===== src/rtl/dmem_arb.sv =====
// Data-memory arbiter: core vs DMA onto one single-port RAM.
// Ports: clk, reset (sync, active-low); core c_* and DMA d_* request/grant/read
// ports; mem_* RAM strobe/address/data; err sticky out-of-range flag.
module dmem_arb #(
  parameter int ADDR_W     = 14,
  parameter int STARVE_MAX = 4
) (
  input  logic              clk,
  input  logic              reset,
  input  logic              c_req,
  input  logic              c_we,
  input  logic [31:0]       c_addr,
  input  logic [31:0]       c_wdata,
  output logic              c_gnt,
  output logic              c_rvalid,
  output logic [31:0]       c_rdata,
  input  logic              d_req,
  input  logic              d_we,
  input  logic [31:0]       d_addr,
  input  logic [31:0]       d_wdata,
  output logic              d_gnt,
  output logic              d_rvalid,
  output logic [31:0]       d_rdata,
  output logic              mem_en,
  output logic              mem_we,
  output logic [ADDR_W-1:0] mem_addr,
  output logic [31:0]       mem_wdata,
  input  logic [31:0]       mem_rdata,
  output logic              err
);

  localparam logic [3:0] SMAX = 4'(STARVE_MAX);

  logic [3:0]  starve;
  logic        force_d;
  logic        any_gnt;
  logic        sel_we;
  logic        in_range;
  logic [31:0] sel_addr;
  logic        rv_c;
  logic        rv_d;
  logic        rd_oor;
  logic        unused;

  // DMA has waited long enough: it takes this cycle even over the core.
  assign force_d = d_req && (starve == SMAX);

  assign c_gnt   = reset && c_req && !force_d;
  assign d_gnt   = reset && d_req && (force_d || !c_req);
  assign any_gnt = c_gnt || d_gnt;

  assign sel_addr  = d_gnt ? d_addr  : c_addr;
  assign sel_we    = d_gnt ? d_we    : c_we;
  assign mem_wdata = d_gnt ? d_wdata : c_wdata;
  assign mem_addr  = sel_addr[ADDR_W+1:2];
  assign in_range  = (sel_addr[31:ADDR_W+2] == '0);

  // Out-of-range accesses are still granted, but never reach the RAM.
  assign mem_en = any_gnt && in_range;
  assign mem_we = mem_en && sel_we;

  assign unused = ^sel_addr[1:0];

  always_ff @(posedge clk) begin
    if (!reset) begin
      starve <= '0;
      rv_c   <= 1'b0;
      rv_d   <= 1'b0;
      rd_oor <= 1'b0;
      err    <= 1'b0;
    end else begin
      if (d_req && !d_gnt)
        starve <= (starve == SMAX) ? starve : starve + 4'd1;
      else
        starve <= '0;
      rv_c   <= c_gnt && !c_we;
      rv_d   <= d_gnt && !d_we;
      rd_oor <= !in_range;
      if (any_gnt && !in_range)
        err <= 1'b1;
    end
  end

  // Read return is squashed while reset is held so a read in flight
  // when reset arrives never shows up.
  assign c_rvalid = rv_c && reset;
  assign d_rvalid = rv_d && reset;
  assign c_rdata  = (c_rvalid && !rd_oor) ? mem_rdata : 32'h0;
  assign d_rdata  = (d_rvalid && !rd_oor) ? mem_rdata : 32'h0;

endmodule


===== config.mk =====
export PLATFORM = sky130hd
export DESIGN_NAME = dmem_arb
export DESIGN_NICKNAME = d
export VERILOG_FILES = /design/src/rtl/dmem_arb.sv
export SDC_FILE = /design/constraint.sdc
export NUM_CORES = 1
export LEC_CHECK = 0
export ABC_AREA = 1
export BUFFER_PORTS_ARGS = -buffer_cell sky130_fd_sc_hd__buf_2
export CORE_AREA = 4 4 108 110
export DETAILED_ROUTE_END_ITERATION = 12
export DIE_AREA = 0 0 112 114
export PLACE_DENSITY = 0.6
export SYNTH_ARGS = -nofsm -noshare
export SYNTH_HDL_FRONTEND = slang
export SYNTH_SLANG_ARGS = --single-unit

===== constraint.sdc =====
create_clock -name clk -period 1.8 [get_ports clk]
set_input_delay 0.09 -clock clk [delete_from_list [all_inputs] [get_ports clk]]
set_output_delay 0.09 -clock clk [all_outputs]
set_load 0.02 [all_outputs]

==> metrics.md <==
| Metric | Value |
|---|---|
| Outcome | `finished clean` |
| WL/cell | `11.0 um` |
| RSZ-0062 raised after global routing | `true` |
| Pre-CTS setup slack | `107 ps` |
| Die ar. | `12800 um^2` |
| Post-route setup slack | `79.3 ps` |
| H-tree levels | `1` |
| Crit start category | `register` |
| Sequential fraction of the synthesis area | `0.102` |
| CTS sink count | `8` |
| CTS tree | `yes` |
| GRT Total Usage | `0.116` |
| Finished Layout Cells | `771` |
| Clock Latency Late Sink | `230 ps` |
| Root Driver | `clkbuf_8` |
| Initial antenna violation count | `0` |
| DR vias | `2912` |
| Routability congestion estimate | `0.784` |
| Worst hold path class | `in -> reg` |
| Final Critical Period | `1720 ps` |
| F_max | `581 MHz` |
| Site row count | `38` |
| Synth cell types | `18` |
| Post-layout nets | `801` |
| Hold slack | `47.8 ps` |
| Worst VDD drop | `0.000160 V` |
| Clock buffer depth | `2` |
| # hold bufs at CTS | `0` |
| Pleak | `2.40 nW` |
| First-pass GRT wire length | `12500 um` |
| Max-slew violations | `0` |
| Port-buffer cells | `278` |
| CP endpoint kind | `register` |
| Met1 Usage GRT | `0.126` |
| Core Util, Final | `0.312` |
| Met3 Track Usage GR | `0.0403` |
| Placed Cells incl. Taps | `755` |
| Syn avg cell area | `4.54 um^2` |
| Ports | `283` |
| Final period util | `0.956` |
| Rel. slew slack | `0.785` |
| Clock skew | `3.01 ps` |
| Hold wc startpoint | `d_we` |
| First-pass DRT Iterations | `4` |
| Final WL | `8490 um` |
| Antenna Cells | `0` |
| Mapped Area | `1570 um^2` |
| DP HPWL | `7080 um` |
| Yosys reg bits | `8` |
| Vias in the first global route | `2820` |
| Start of the worst register-to-register path | `starve[0]$_SDFFE_PN0P_` |
| GRT busiest layer | `met2` |
| DRC violation count after routing | `0` |
| Gate Count Post-Synth | `345` |
| Pin count of the biggest net entering global routing | `33` |
| Clock slew at reported path FFs | `40 ps` |
| Post-Syn Nets | `513` |
| Max FO, Critical Path | `7` |
| Critical path class | `reg -> reg` |
| Critical Path RT | `1960 ps` |
| Grt ovf | `0` |
| Layout cells sized above 1 | `0.512` |
| Post-DRT Antenna Nets | `0` |
| Syn-to-layout area delta | `113%` |
| Core footprint | `10700 um^2` |
| Met2 usage | `0.215` |
| Cts bufs inserted | `3` |
| Critical Path Start | `starve[0]$_SDFFE_PN0P_` |
| Yosys warnings | `0` |
| DR iter-0 viols | `104` |
| Worst endpoint data arrival time | `1880 ps` |
| Routed vias/inst | `3.78` |
| Setup violations, final | `0` |
| Die H | `114 um` |
| Die Span X | `112 um` |
| Slew at the pin closest to its max-slew limit | `323 ps` |
| Final hold vios | `0` |
| FILL cells | `1260` |
| Max Cap Viol | `0` |
| Starting density of the core | `0.147` |
| Pwr dens | `307 nW/um^2` |
per-layer routing:
metal	routed length, um	vias to the layer above
met4	100	0
met1	3120	1178
met5	0	-
met2	4240	167
met3	1030	8
li1	-	1559
sequential cells by signal, summed over array words and instances, names as in the netlist:
signal	cells
err	1
rd_oor	1
rv_c	1
rv_d	1
starve	4
power by group:
group / leakage (nW) / switching (mW) / total [mW] / internal (mW)
registers: 0.0665 / 0.00259 / 0.187 / 0.184
clock network: 0.0216 / 0.0724 / 0.217 / 0.145
logic: 2.31 / 0.343 / 0.621 / 0.278
total: 2.40 / 0.418 / 1.03 / 0.607
through the flow:
stage	area (um^2)	setup TNS (ps)	power (mW)
3_5_place_dp	3090	0	0.781
4_1_cts	3270	0	1.03
2_1_floorplan	1570	0	0.485
5_1_grt	3340	-289	1.11
6_report	3340	0	1.03
3_3_place_gp	3090	0	0.780
cells in the mapped netlist, drive strengths merged:
master  instances  area, um^2
inv            54         205
buf             8        97.6
ha              2        25.0
o21ai           1        5.00
clkbuf          8        30.0
nand2         165         647
nand3           4        20.0
nand4           4        25.0
a21oi           2        10.0
xnor2           1        8.76
a211oi          1        7.51
nor2           87         327
dfxtp           8         160
cell usage in the layout (no fill, tap or decap):
cell type  synthesis  routed
a211oi_1           1       1
a21oi_1            2       2
buf_12             2       3
buf_2              1     271
buf_4              1      20
buf_6              4       4
clkbuf_16          0       1
clkbuf_8           0       3
clkinv_8           0       1
dfxtp_1            8       6
dfxtp_2            0       2
ha_1               2       1
ha_4               0       1
inv_1             53      51
inv_2              0       2
nand2_1          154     151
nand2_2           11      13
nand2_8            0       1
nand3_1            4       4
nand4_1            4       4
nor2_1            87      86
nor2_2             0       1
o21ai_1            0       1
xnor2_1            1       1
layout make-up:
class,count,area (um^2),share of cell area
timing repair buffer,299,1640,0.490
multi-input combinational,267,1110,0.332
inverter,54,215,0.0644
tap,140,175,0.0524
sequential,8,163,0.0487
clock buffer,3,41.3,0.0124
worst paths after layout:
kind	endpoint	slack (ps)	cells past startpoint
worst max-delay path	rd_oor$_SDFF_PN0_	80	13
worst min-delay path	rv_d$_SDFF_PN0_	50	2
worst max register to register	rd_oor$_SDFF_PN0_	80	13
worst min register to register	err$_SDFFE_PN0P_	450	2
worst max-delay path: stages, from the launching register on:
cell,delay (ps)
dfxtp_2,330
inv_2,50
ha_4,150
nand4_1,100
nand2_2,110
nand2_8,120
clkinv_8,90
nand2_2,70
nand2_1,60
buf_4,130
buf_4,110
buf_4,120
buf_4,110
nor2_1,100
kinds of logic after synthesis:
group / synth area share
AND/OR/NAND/NOR: 0.650
buffers and inverters: 0.212
adder cells (fa/ha/maj): 0.0160
AO/OA/AOI/OAI: 0.0144
XOR/XNOR: 0.00559
flip-flops: 0.102
what timing repair did:
item	4_1_cts	5_1_grt
cloned	1	1
resized for setup	11	17
pin swaps	6	4
setup buffers	10	2
setup endpoints to repair	48	49
Power figures use the tool's default switching activity.
